File: config.mk
export PLATFORM = sky130hd
export DESIGN_NAME = score_tracker
export DESIGN_NICKNAME = d
export VERILOG_FILES = /design/src/rtl/score_tracker.sv
export SDC_FILE = /design/constraint.sdc
export NUM_CORES = 1
export LEC_CHECK = 0
export ABC_AREA = 1
export CORE_MARGIN = 5
export CORE_UTILIZATION = 47
export CTS_CLUSTER_DIAMETER = 200
export DETAILED_ROUTE_END_ITERATION = 7
export GPL_ROUTABILITY_DRIVEN = 0
export PLACE_DENSITY = 0.76
export SYNTH_ARGS = -nofsm -noshare
export SYNTH_HDL_FRONTEND = slang
export SYNTH_SLANG_ARGS = --single-unit
File: constraint.sdc
create_clock -name clk -period 1.9 [get_ports clk]
set_input_delay 0.38 -clock clk [delete_from_list [all_inputs] [get_ports clk]]
set_output_delay 0.38 -clock clk [all_outputs]
set_load 0.02 [all_outputs]
File: src/rtl/score_tracker.sv
// score_tracker
//   Counts pipes cleared by the bird during a game and saturates at MAX_SCORE.
//   Keeps the best score seen since reset, and flags a new record when a game
//   ends above the previous best.
//
// Ports
//   clk         in   system clock, rising edge
//   reset       in   synchronous, active-high reset
//   game_start  in   start/restart request (level)
//   pipe_passed in   high while the bird is inside a pipe scoring window
//   game_over   in   collision / end of game (level, honoured only in PLAY)
//   score       out  current game score (registered)
//   high_score  out  best score since reset (registered)
//   new_record  out  last finished game beat the previous high score
//   playing     out  FSM is in PLAY (decoded from the state register)
module score_tracker #(
   parameter int SCORE_W      = 8,
   parameter int MAX_SCORE    = 255,
   parameter int PTS_PER_PIPE = 1
) (
   input  logic               clk,
   input  logic               reset,
   input  logic               game_start,
   input  logic               pipe_passed,
   input  logic               game_over,
   output logic [SCORE_W-1:0] score,
   output logic [SCORE_W-1:0] high_score,
   output logic               new_record,
   output logic               playing
);

   typedef enum logic [1:0] {
      IDLE = 2'd0,
      PLAY = 2'd1,
      OVER = 2'd2
   } state_t;

   localparam logic [SCORE_W:0]   PTS_EXT = (SCORE_W+1)'(PTS_PER_PIPE);
   localparam logic [SCORE_W:0]   MAX_EXT = (SCORE_W+1)'(MAX_SCORE);
   localparam logic [SCORE_W-1:0] MAX_VAL = SCORE_W'(MAX_SCORE);

   state_t             state_q, state_d;
   logic [SCORE_W-1:0] score_q, score_d;
   logic [SCORE_W-1:0] high_q,  high_d;
   logic               rec_q,   rec_d;
   logic               pipe_q;
   logic               pass_edge;

   // The sum is formed one bit wider so a score near the top of the range
   // cannot wrap before it is compared against the ceiling.
   function automatic logic [SCORE_W-1:0] sat_add(input logic [SCORE_W-1:0] s);
      logic [SCORE_W:0] sum;
      sum = {1'b0, s} + PTS_EXT;
      if (sum > MAX_EXT) return MAX_VAL;
      else               return sum[SCORE_W-1:0];
   endfunction

   // One point per rising edge of pipe_passed, however long it stays high.
   assign pass_edge = pipe_passed & ~pipe_q;

   always_comb begin
      state_d = state_q;
      score_d = score_q;
      high_d  = high_q;
      rec_d   = rec_q;
      unique case (state_q)
         IDLE, OVER: begin
            // game_over is deliberately ignored here; only a start moves on.
            if (game_start) begin
               state_d = PLAY;
               score_d = '0;
               rec_d   = 1'b0;
            end
         end
         PLAY: begin
            if (game_over) begin
               // The final score is latched as-is; a coincident edge is dropped.
               state_d = OVER;
               if (score_q > high_q) begin
                  high_d = score_q;
                  rec_d  = 1'b1;
               end else begin
                  rec_d  = 1'b0;
               end
            end else if (pass_edge) begin
               score_d = sat_add(score_q);
            end
         end
         default: state_d = IDLE;
      endcase
   end

   always_ff @(posedge clk) begin
      if (reset) begin
         state_q <= IDLE;
         score_q <= '0;
         high_q  <= '0;
         rec_q   <= 1'b0;
         pipe_q  <= 1'b0;
      end else begin
         state_q <= state_d;
         score_q <= score_d;
         high_q  <= high_d;
         rec_q   <= rec_d;
         pipe_q  <= pipe_passed;
      end
   end

   assign score      = score_q;
   assign high_score = high_q;
   assign new_record = rec_q;
   assign playing    = (state_q == PLAY);

endmodule

Word-level counts from Yosys, hierarchy flattened

Cells that the tools add are included.

Logic and storage cells: 35
Memories: 0
Output and inout bits: 18
RAM bits: 0
Bits in latches: 0
Bits in read-only memories: 0
Bits of input ports: 5
Register bits: 20

Eq/ne operators: 6
Shift-type cells: 0
Add/subtract/negate cells: 1
Mux-type cells: 12
Divide/modulo/power cells: 0
$lt $le $gt $ge: 2
Bitwise operators: 2
$mul: 0
Reduce and logical (&&, ||, !) cells: 7

Operator list:

| operator            | number |
|---|---|
| $mux 8              | 4 |
| $pmux 8 s2          | 1 |
| $add 8x1->9 const B | 1 |
| $gt 9x8->1 const B  | 1 |
| $gt 8x8->1          | 1 |
| $ne 2x2->1 const B  | 3 |
| $reduce_and 3->1    | 2 |
| $mux 2              | 2 |
| $pmux 2 s2          | 1 |
| $reduce_and 4->1    | 1 |
| $mux 1              | 3 |
| $eq 2x1->1 const B  | 1 |
| $eq 2x2->1 const B  | 1 |
| $logic_not 2->1     | 1 |
| $ne 2x1->1 const B  | 1 |
| $pmux 1 s2          | 1 |
| $reduce_and 2->1    | 1 |
| $reduce_bool 2->1   | 1 |
| $reduce_or 2->1     | 1 |
| $and 1x1->1         | 1 |
| $not 1->1           | 1 |

Logic depth before layout (Yosys ltp)

Gate-level depths: netlist of the first run.

Depth in word-level cells: 6
Gate-level depth with buffers: 12
Gate-level depth less buffers: 12

Least setup slack after synthesis of the first run

No wires, ideal clock.

Path type: register -> register
Start point: register score_q[1], in the netlist score[1]
End point: register high_q[2], in the netlist high_score[2]
Setup slack: 193 ps
Buffers on the path: 1
Arrival time: 1638 ps
Cell stages (with the launch flop): 12
Library setup time: 70 ps
Clock period less this slack: 1707 ps
Path through: dfxtp_1 > ha_1 > inv_1 > nor2_1 > o21ai_0 > nand2_1 > nand2_1 > nand2_1 > nand2_2 > buf_2 > o21ai_1 > a21oi_1

Cells in the longest elaborated chain, start to end: 2

RTL lines:

| element                           | RTL line | RTL |
|---|---|---|
| from (decl)                       | 43       | `logic [SCORE_W-1:0] score_q, score_d;` |
| from (signal assigned)            | 102      | `score_q <= score_d;` |
| $gt 8x8->1                        | 79       | `if (score_q > high_q) begin` |
| $reduce_and 3->1 (no source line) | --       |  |
| to (signal assigned)              | 103      | `high_q <= high_d;` |
| to (decl)                         | 44       | `logic [SCORE_W-1:0] high_q, high_d;` |

No other way between the ends.
A chain may end at the register's enable or synchronous reset.

Final worst setup path of the first run

Start point: register score_q[2], in the netlist score[2]
End point: output port score[2]

RTL lines:

| element   | RTL line | RTL |
|---|---|---|
| to (decl) | 26       | `output logic [SCORE_W-1:0] score,` |

No word-level cell between the ends.

==> results.md, run 1 <==
* Status: finished clean
* Dominant cells by area after synthesis: dfxtp_1 32%, nand2_1 12%, ha_1 10%
* Worst endpoint data arrival time at roughly 1500 ps
* PwrDens at 515 nW/um^2
* Final setup margin at 68.1 ps
* Critical Path RT at around 1500 ps
* Clk_lat worst skew at 290 ps
* VDD IR max at approximately 0.00033 V
* Initial Util at 0.496
* Clock power frac at 0.244
* Die Wd at ~60 um
* 1st-pass router iterations at 4
* Setup Slack @ Placement at approximately 110 ps
* Hold Path End: high_score[5]$_SDFFE_PP0P_
* Cell depth of the worst flop-to-flop path at 7
* Synth Warn # at 0
* Vias per inst at ~5
* Post-CTS setup buffers at 0
* Mapped Area at roughly 1200 sq um
* Worst Setup End Kind: primary output
* Reg-to-reg slack, setup at ~230 ps
* Clock Sinks at 20
* Post-layout min period at about 1800 ps
* Via Count at roughly 1200
* Routed WL at around 2.7 mm
* Nets at 220
* Gate Count Post-Synth at between 150 and 200
* Async S/R FF share, synth at 0
* Total negative slack at 0 ps
* Hold Crit Depth at 2
* CTS tree: built
* Mapped Nets at about 190
* Register area share after synthesis at 0.323
* Site Rows at 18
* Period Utilization, post-route at 0.964
* H-Tree Depth at 1
* Global Route Usage Sum at 0.154
* Hold Vio Cnt, Final at 0
* Clk slew on worst S/H paths at 110 ps
* Finished Core Util at 0.624
* Max-Cap Viols at 0
* Leak pwr at 0.684 nW
* Flop pwr share at 0.554
* CP max FO at 7
* Antenna-violating nets left at 0
* Overflow after GRT at 0
* Cell taking the most area after synthesis: dfxtp_1
* Comb power frac at 0.202
* DIE AREA at between 3000 and 4000 sq um
* Least-Margin Pin Slew at ~280 ps
* Class of the worst hold path: reg2reg
* Clock skew at 5.61 ps
* Switching fraction of total power at 0.283
* Unrepaired setup endpoints after global routing: false
* Die height at 61.4 um
* CTS Buf Count at 3
* First-pass GRT wire length at between 4 and 5 mm
* Yosys top cell area share at 0.323
* Largest net degree at the start of global routing at 18
* FF-to-FF End: high_score[6]$_SDFFE_PP0P_
* Synth cell types at 23
* Initial DRC Count at 20
* Final setup viols at 0
* Yosys reg bits at 20
* Switching Power at approximately 0.23 mW
* FF-to-FF Start: score[5]$_SDFFE_PP0P_
* Relative slew slack at 0.812
* Max Fclk at 0.546 GHz
* CTS max path bufs at 2
* # IOs at 23
* Top_reg_cell synth: dfxtp_1
* Layout cell share with drive strength beyond 1 at 0.167
* Avg Inst Size Synth at between 7 and 8 sq um
* Crit Path Category: reg2out
* Antenna Diode Count at 0
* Core area at 2500 sq um
* DR WL/cell at ~11 um
* Clk root buf: clkbuf_4
* Post-DP HPWL at roughly 2.1 mm
* Area Overhead vs Synth at 25.8%
* Vias in the first global route at roughly 1100
* Number of synthesized flops with an enable pin at 0
* Cell-internal power at between 0.5 and 0.6 mW
* Initial antenna violation count at 0
* DRC at 0
* Worst setup SP type: flop
* HP Start: high_score[5]$_SDFFE_PP0P_
* Max Slew Vio Count at 0
* I/O Buffers at 22
-- state kept, by name, summed over array words and instances (netlist names) --
| signal | flops |
|---|---|
| high_score | 8 |
| new_record | 1 |
| state_q | 2 |
| pipe_q | 1 |
| score | 8 |
-- layer usage --
layer	GRT usage	wire length (um)
met5	0	0
met4	0.0394	21
met3	0.0252	97
met2	0.254	1270
met1	0.209	1270
-- power groups by stage --
stage	combinational [mW]	sequential (mW)	clock, mW
after global placement	0.159	0.454	0
after CTS	0.164	0.445	0.198
after floorplan	0.0955	0.468	0
after detailed placement	0.163	0.455	0
after global routing	0.180	0.448	0.215
final	0.162	0.445	0.196
-- what timing repair did --
| item | in CTS | in global routing |
|---|---|---|
| endpoints found under the setup margin | 0 | 10 |
| resized for setup | 0 | 2 |
| hold buffers | 0 | 0 |
-- how the worst max path moves through the flow --
stage	start	to	slack, ps	depth (start not counted)
detailed placement	pipe_passed	score[3]$_SDFFE_PP0P_	110	7
floorplan	score[1]$_SDFFE_PP0P_	high_score[2]$_SDFFE_PP0P_	190	11
CTS	state_q[0]$_SDFFE_PP0P_	playing	10	3
global route	score[5]$_SDFFE_PP0P_	score[5]	0.6	1
global placement	pipe_passed	score[0]$_SDFFE_PP0P_	160	7
finish	score[2]$_SDFFE_PP0P_	score[2]	70	2
-- final cells by class --
type | instances | area [sq um]
clock buffer | 3 | 22.5
multi-input combinational | 121 | 711
timing repair buffer | 29 | 275
inverter | 30 | 113
fill | 237 | 940
sequential | 20 | 402
tap | 30 | 37.5
-- kinds of logic (layout without fill, tap and decap cells) --
family,after synthesis,after routing,share of synthesized area
compound gates,34,34,0.157
fa+ha+maj,10,10,0.101
buf+inv,32,62,0.104
flops,20,20,0.323
simple gates,77,77,0.315
-- synth_stat cells (2+ instances only) --
cell type	instances
nor2_1	8
inv_1	27
a21oi_1	18
nand4_1	2
inv_2	3
dfxtp_1	20
nand2_1	38
nand3_1	13
nand2_2	8
o21ai_0	8
nor2_2	2
ha_1	10
a21oi_2	4
nand3_2	2
o21ai_1	2
-- metrics by stage --
stage	hold WS (ps)	cells	cell area (sq um)	total power, mW
2_1_floorplan	442	173	1240	0.563
3_3_place_gp	449	230	1530	0.613
3_5_place_dp	466	230	1530	0.618
4_1_cts	483	233	1560	0.807
5_1_grt	510	233	1560	0.843
6_report	481	233	1560	0.803
-- worst max-delay path: stages (launching register included) --
cell	delay [ps]
dfxtp_1	380
buf_4	170
clkdlybuf4s50_1	610
-- layout by cell type (no fill, tap or decap) --
master,n
buf_4,7
nand3b_4,1
nand3_2,2
nand4_1,2
nor2_4,1
clkbuf_4,3
inv_2,3
nand2_2,8
o21ai_1,2
or2_1,1
a21oi_2,4
dfxtp_1,19
ha_1,10
nor2_2,2
dlymetal6s2s_1,1
nor2_1,8
a21oi_1,18
inv_1,27
nand3_1,13
clkdlybuf4s50_1,21
nand2_1,38
o21ai_0,8
nor2_8,1
o31ai_2,1
dfxtp_2,1
o21a_1,1
No activity file was read; power rests on OpenSTA's default activity.
==> run 2, diff against run 1 <==
Settings changed: PLACE_DENSITY 0.76 to 0.73.
Clock period 1.9 ns to 2.12 ns, I/O delays scaled along.
==> run 2 against run 1 <==
- sequential share of layout area up 0.36 points
- worst hold slack worse by 9.1 ps
- routed wire length down 2.2%
- sequential cell count unchanged
- cell count down 1.3%
- critical path type unchanged
- largest power group unchanged
- highest routed layer unchanged
==> results.md, run 2 (same netlist as run 1, synthesis figures left out) <==
* Post-DP HPWL at 2.14 mm (-0.18%)
* Final setup viols at 0 (unchanged)
* CTS tree: built
* Crit Path Category: reg2out
* Clock Sinks at 20 (unchanged)
* Largest net degree at the start of global routing at 18 (unchanged)
* DRC at 0 (unchanged)
* CTS max path bufs at 2 (unchanged)
* Total negative slack at 0 ps (unchanged)
* Unrepaired setup endpoints after global routing: false
* DIE AREA at 3770 sq um (unchanged)
* Most frequent cells in the layout: 38 x nand2_1, 27 x inv_1, 22 x clkdlybuf4s50_1, 20 x dfxtp_1, 18 x a21oi_1
* Post-CTS setup buffers at 0 (unchanged)
* Vias per inst at 5.00 (+0.17%)
* Initial DRC Count at 26 (+30%)
* Slowest-stage cell, CP: clkdlybuf4s50_1
* Die height at 61.4 um (unchanged)
* CTS Buf Count at 3 (unchanged)
* FF-to-FF End: score[1]$_SDFFE_PP0P_
* Final Non-Filler Cells at 230 (-1.3%)
* VDD IR max at 0.000340 V (+4.5%)
* DR WL/cell at 11.3 um (-0.91%)
* Die Wd at 61.4 um (unchanged)
* Placed cells at 227 (-1.3%)
* First-pass GRT wire length at 4.59 mm (+2.3%)
* Max-Cap Viols at 0 (unchanged)
* Final Cell Area at 1530 sq um (-1.7%)
* Core area at 2500 sq um (unchanged)
* HP Start: high_score[0]$_SDFFE_PP0P_
* Max Slew Vio Count at 0 (unchanged)
* Hold Crit Depth at 2 (unchanged)
* Period Utilization, post-route at 0.919
* Worst Setup End Kind: primary output
* Class of the worst hold path: reg2reg
* I/O Buffers at 22 (unchanged)
* Buf/Inv on CP at 2 (unchanged)
* Post-layout min period at just under 2000 ps
* Nets at 217 (-1.4%)
* Filler Cells Inserted at 244 (+3.0%)
* Reg-to-reg slack, setup at 320 ps (+90 ps)
* Vias in the first global route at 1124 (+6.3%)
* Global Route Usage Sum at 0.159 (+0.00500)
* Hold Vio Cnt, Final at 0 (unchanged)
* Clk_lat worst skew at 290 ps (about the same)
* Worst endpoint data arrival time at 1530 ps (+80 ps)
* # IOs at 23 (unchanged)
* Commonest non-fill, non-tap cell in the layout: nand2_1
* Via Count at 1150 (-1.1%)
* Clk root buf: clkbuf_4
* FF-to-FF Start: score[0]$_SDFFE_PP0P_
* Initial antenna violation count at 0 (unchanged)
* Max stage delay on crit path at 630 ps (+20 ps)
* Clock skew at 3.70 ps (-1.92 ps)
* H-Tree Depth at 1 (unchanged)
* Worst setup SP type: flop
* Clk slew on worst S/H paths at 110 ps (about the same)
* Cell depth of the worst flop-to-flop path at 11 (+4)
* Antenna-violating nets left at 0 (unchanged)
* Layout cell share with drive strength beyond 1 at 0.150 (-0.0175)
* Area Overhead vs Synth at 23.7%
* Status: finished clean
* Critical Path RT at 1700 ps (+180 ps)
* Max Fclk at 0.513 GHz
* Leak pwr at 0.653 nW (-4.6%)
* Site Rows at 18 (unchanged)
* Initial Util at 0.496 (unchanged)
* 1st-pass router iterations at 2 (-2)
* Least-Margin Pin Slew at 335 ps (+54.5 ps)
* Dpl cell area at 1510 sq um (-1.5%)
* Antenna Diode Count at 0 (unchanged)
* CP Cell Sequence: inv_2 > nor2_2 > clkdlybuf4s50_1
* Top delay family on crit path: buffers and inverters
* CP max FO at 3 (-4)
* CTS resizes at 0 (unchanged)
* Routed WL at 2.60 mm (-2.2%)
* Finished Core Util at 0.614 (-0.0105)
* Hold Buf Count CTS at 0 (unchanged)
* Hold Path End: high_score[0]$_SDFFE_PP0P_
* Relative slew slack at 0.776 (-0.0355)
* Overflow after GRT at 0 (unchanged)
* Tot Pwr at 0.716 mW (-11%)
* PwrDens at 466 nW/um^2 (-9.4%)
-- run 2: cell count changes in the layout (fill, tap and decap cells not counted), sizes merged --
cell	previous run	this run
buf	7	4
clkdlybuf4s50	21	22
dlymetal6s2s	1	0
-- run 2: power by group --
group | leakage, nW | switching, mW | total [mW] | internal (mW)
combinational | 0.477 | 0.0831 | 0.143 | 0.0602
sequential | 0.162 | 0.0103 | 0.399 | 0.389
clock | 0.0138 | 0.107 | 0.173 | 0.0660
-- run 2: how the worst max path moves through the flow --
stage,to,slack (ps),from,cells after the start
after CTS,playing,150,state_q[0]$_SDFFE_PP0P_,3
after global routing,playing,100,state_q[0]$_SDFFE_PP0P_,3
after floorplan,high_score[2]$_SDFFE_PP0P_,410,score[1]$_SDFFE_PP0P_,11
final,playing,170,state_q[0]$_SDFFE_PP0P_,3
after detailed placement,score[7]$_SDFFE_PP0P_,220,pipe_passed,7
after global placement,score[7]$_SDFFE_PP0P_,330,pipe_passed,7
-- run 2: worst register-to-register path, cell delays in order, from the launching register on --
cell	delay, ps
dfxtp_1	530
inv_1	120
ha_1	330
inv_1	60
nand2_1	50
nor2_1	120
nand3_2	90
nor2_2	90
nand2_2	80
nand3_1	80
nand2_1	80
a21oi_2	110
-- run 2: stage by stage --
stage / setup slack, ps / hold WS [ps]
2_1_floorplan: 413 / 477
3_3_place_gp: 326 / 452
3_5_place_dp: 223 / 462
4_1_cts: 154 / 477
5_1_grt: 102 / 502
6_report: 171 / 472
-- run 2: routing by layer --
metal | wire length [um] | part of all wire | track usage | vias up
met3 | 48 | 0.018 | 0.0147 | 2
met2 | 1270 | 0.49 | 0.275 | 13
met5 | 0 | 0 | 0 | -
met1 | 1250 | 0.48 | 0.203 | 522
li1 | - | - | - | 613
met4 | 34 | 0.013 | 0.0636 | 0
-- run 2: layout make-up --
| cell class | count | area, sq um | share of cell area |
|---|---|---|---|
| Inverter | 30 | 113 | 0.0734 |
| Timing Repair Buffer | 26 | 250 | 0.163 |
| Clock buffer | 3 | 22.5 | 0.0147 |
| Tap cell | 30 | 37.5 | 0.0245 |
| Multi-Input combinational cell | 121 | 711 | 0.463 |
| Sequential cell | 20 | 400 | 0.261 |
==> run 3, diff against run 2 <==
Settings changed: CORE_UTILIZATION 47 to 46, PLACE_DENSITY 0.73 to 0.74.
Clock period 2.12 ns to 1.6 ns, I/O delays scaled along.
==> run 3 against run 2 <==
- first-iteration DRC count up 42%
- sequential power is 32% higher
- setup slack worse by 150 ps
- worst hold slack gained 12 ps
- critical endpoint is now score[0]$_SDFFE_PP0P_
- largest power group unchanged
==> results.md, run 3 (same netlist as run 1, synthesis figures left out) <==
* VDD IR max at 0.000567 V (+67%)
* Finished Core Util at 0.762 (+0.148)
* Setup Slack @ Placement at -128 ps (-351 ps)
* DIE AREA at 3830 sq um (+1.8%)
* Max-Cap Viols at 0 (unchanged)
* CTS Buf Count at 3 (unchanged)
* Vias in the first global route at 1179 (+4.9%)
* Cell-internal power at 0.775 mW (+50%)
* Site Rows at 18 (unchanged)
* Global Route Usage Sum at 0.184 (+0.0251)
* CTS max path bufs at 2 (unchanged)
* PwrDens at 572 nW/um^2 (+23%)
* Clk_lat worst skew at 300 ps (about the same)
* Max Fclk at roughly 0.63 GHz
* Clock power frac at 0.265 (+0.023)
* Status: finished clean
* 1st-pass router iterations at 4 (+2)
* Antenna-violating nets left at 0 (unchanged)
* Clock Sinks at 20 (unchanged)
* Relative slew slack at 0.817 (+0.0410)
* Overflow after GRT at 0 (unchanged)
* Nets at 235 (+8.3%)
* Post-layout min period at roughly 1600 ps
* Clk slew on worst S/H paths at 110 ps (about the same)
* Worst endpoint data arrival time at 1800 ps (+270 ps)
* Final Non-Filler Cells at 249 (+8.3%)
* DRC at 0 (unchanged)
* Unrepaired setup endpoints after global routing: true
* Crit. Startpoint: score[1]$_SDFFE_PP0P_
* I/O Buffers at 22 (unchanged)
* Cell depth of the worst flop-to-flop path at 12 (+1)
* Hold Buf Count CTS at 0 (unchanged)
* FF-to-FF End: score[0]$_SDFFE_PP0P_
* Clock skew at 6.41 ps (+2.72 ps)
* Tot Pwr at 1.10 mW (+53%)
* Area Overhead vs Synth at 55.0%
* Switching fraction of total power at 0.295 (+0.0146)
* Crit Path Category: reg2reg
* CP max FO at 4 (+1)
* Period Utilization, post-route at 0.986
* Layout cell share with drive strength beyond 1 at 0.457 (+0.307)
* Largest net degree at the start of global routing at 13 (-5)
* Die height at 61.9 um (+0.90%)
* Final setup margin at 22.5 ps (-148 ps)
* Hold Vio Cnt, Final at 0 (unchanged)
* H-Tree Depth at 1 (unchanged)
* Worst setup SP type: flop
* FF-to-FF Start: score[1]$_SDFFE_PP0P_
* Leak pwr at 0.938 nW (+44%)
* Vias per inst at 5.20 (+4.0%)
* Initial antenna violation count at 0 (unchanged)
* First-pass GRT wire length at 5.26 mm (+15%)
* Reg-to-reg slack, setup at 20 ps (-300 ps)
* CTS tree: built
* CP endpoint: score[0]$_SDFFE_PP0P_
* Flop pwr share at 0.479 (-0.079)
* Commonest non-fill, non-tap cell in the layout: nand2_1
* Switching Power at 0.324 mW (+62%)
* Initial DRC Count at 37 (+42%)
* Critical Path RT at 1830 ps (+130 ps)
* Class of the worst hold path: reg2reg
* DR WL/cell at 13.7 um (+22%)
* Most frequent cells in the layout: 29 x nand2_1, 21 x inv_1, 17 x buf_4, 15 x nand2_2, 14 x a21oi_1
* # IOs at 23 (unchanged)
* Clk root buf: clkbuf_4
* Worst Setup End Kind: flop
* Placed cells at 241 (+6.2%)
* Fin Hold WS at 485 ps (+12.3 ps)
* Max Slew Vio Count at 0 (unchanged)
* Antenna Diode Count at 0 (unchanged)
* Die Wd at 61.9 um (+0.90%)
* Filler Cells Inserted at 180 (-26%)
* Post-DP HPWL at 2.38 mm (+11%)
* Final setup viols at 0 (unchanged)
* Core area at 2520 sq um (+0.90%)
* Initial Util at 0.492 (-0.00443)
* Least-Margin Pin Slew at 272 ps (-62.7 ps)
* Via Count at 1295 (+13%)
* Routed WL at 3.42 mm (+32%)
* Comb power frac at 0.256 (+0.056)
[run 3: cell types whose count changed in the layout (fill, tap and decap cells not counted), sizes merged, moves of 2 or more]
cell           change
dlymetal6s2s       +4
buf               +17
clkdlybuf4s50     -15
dlygate4sd2        +9
clkbuf             +2
[run 3: repair_timing]
action,in CTS,in global routing
resized for setup,19,61
gates cloned,1,0
setup buffers,0,3
setup endpoints to repair,21,19
pin swaps,6,12
[run 3: worst max-delay path: stages, from the launching register on]
cell and delay [ps]:
dfxtp_4 380, buf_6 120, ha_4 140, nand2_4 70
inv_4 80, nand3_2 70, nand2_1 70, nand2_1 60
nor2_1 140, nand2_2 120, nand3_2 80, nand2_2 60
a21oi_2 120
[run 3: per-stage QoR]
step,TNS (ps),cell area [sq um]
2_1_floorplan,-64.6,1250
3_3_place_gp,-265,1640
3_5_place_dp,-665,1640
4_1_cts,0,1710
5_1_grt,-250,1920
6_report,0,1920
[run 3: area by class of cell]
type                            count  area (sq um)  share of cell area
Timing Repair Buffer               43           404               0.210
Multi-Input combinational cell    122           905               0.471
Clock buffer                        4          36.3              0.0189
Tap cell                           30          37.5              0.0195
Sequential cell                    20           424               0.221
Inverter                           30           115              0.0599
[run 3: power groups by stage]
stage | clock network (mW) | logic (mW) | registers, mW
final | 0.291 | 0.282 | 0.526
after global routing | 0.319 | 0.306 | 0.528
after detailed placement | 0 | 0.227 | 0.540
after CTS | 0.305 | 0.237 | 0.528
after floorplan | 0 | 0.113 | 0.556
after global placement | 0 | 0.220 | 0.538
[run 3: worst min-delay path by stage]
stage	slack [ps]	to	depth (start not counted)	from
after floorplan	380	score[0]$_SDFFE_PP0P_	1	reset
final	480	high_score[3]$_SDFFE_PP0P_	2	high_score[3]$_SDFFE_PP0P_
after CTS	490	high_score[1]$_SDFFE_PP0P_	2	high_score[1]$_SDFFE_PP0P_
after global routing	500	high_score[3]$_SDFFE_PP0P_	2	high_score[3]$_SDFFE_PP0P_
after detailed placement	470	high_score[7]$_SDFFE_PP0P_	2	high_score[7]$_SDFFE_PP0P_
after global placement	450	high_score[0]$_SDFFE_PP0P_	2	high_score[0]$_SDFFE_PP0P_
[run 3: per-layer routing]
layer,up-vias,share of wire,track usage
li1,652,-,-
met5,-,0,0
met3,2,0.040,0.0165
met1,604,0.43,0.246
met2,37,0.52,0.293
met4,0,0.0099,0.0970
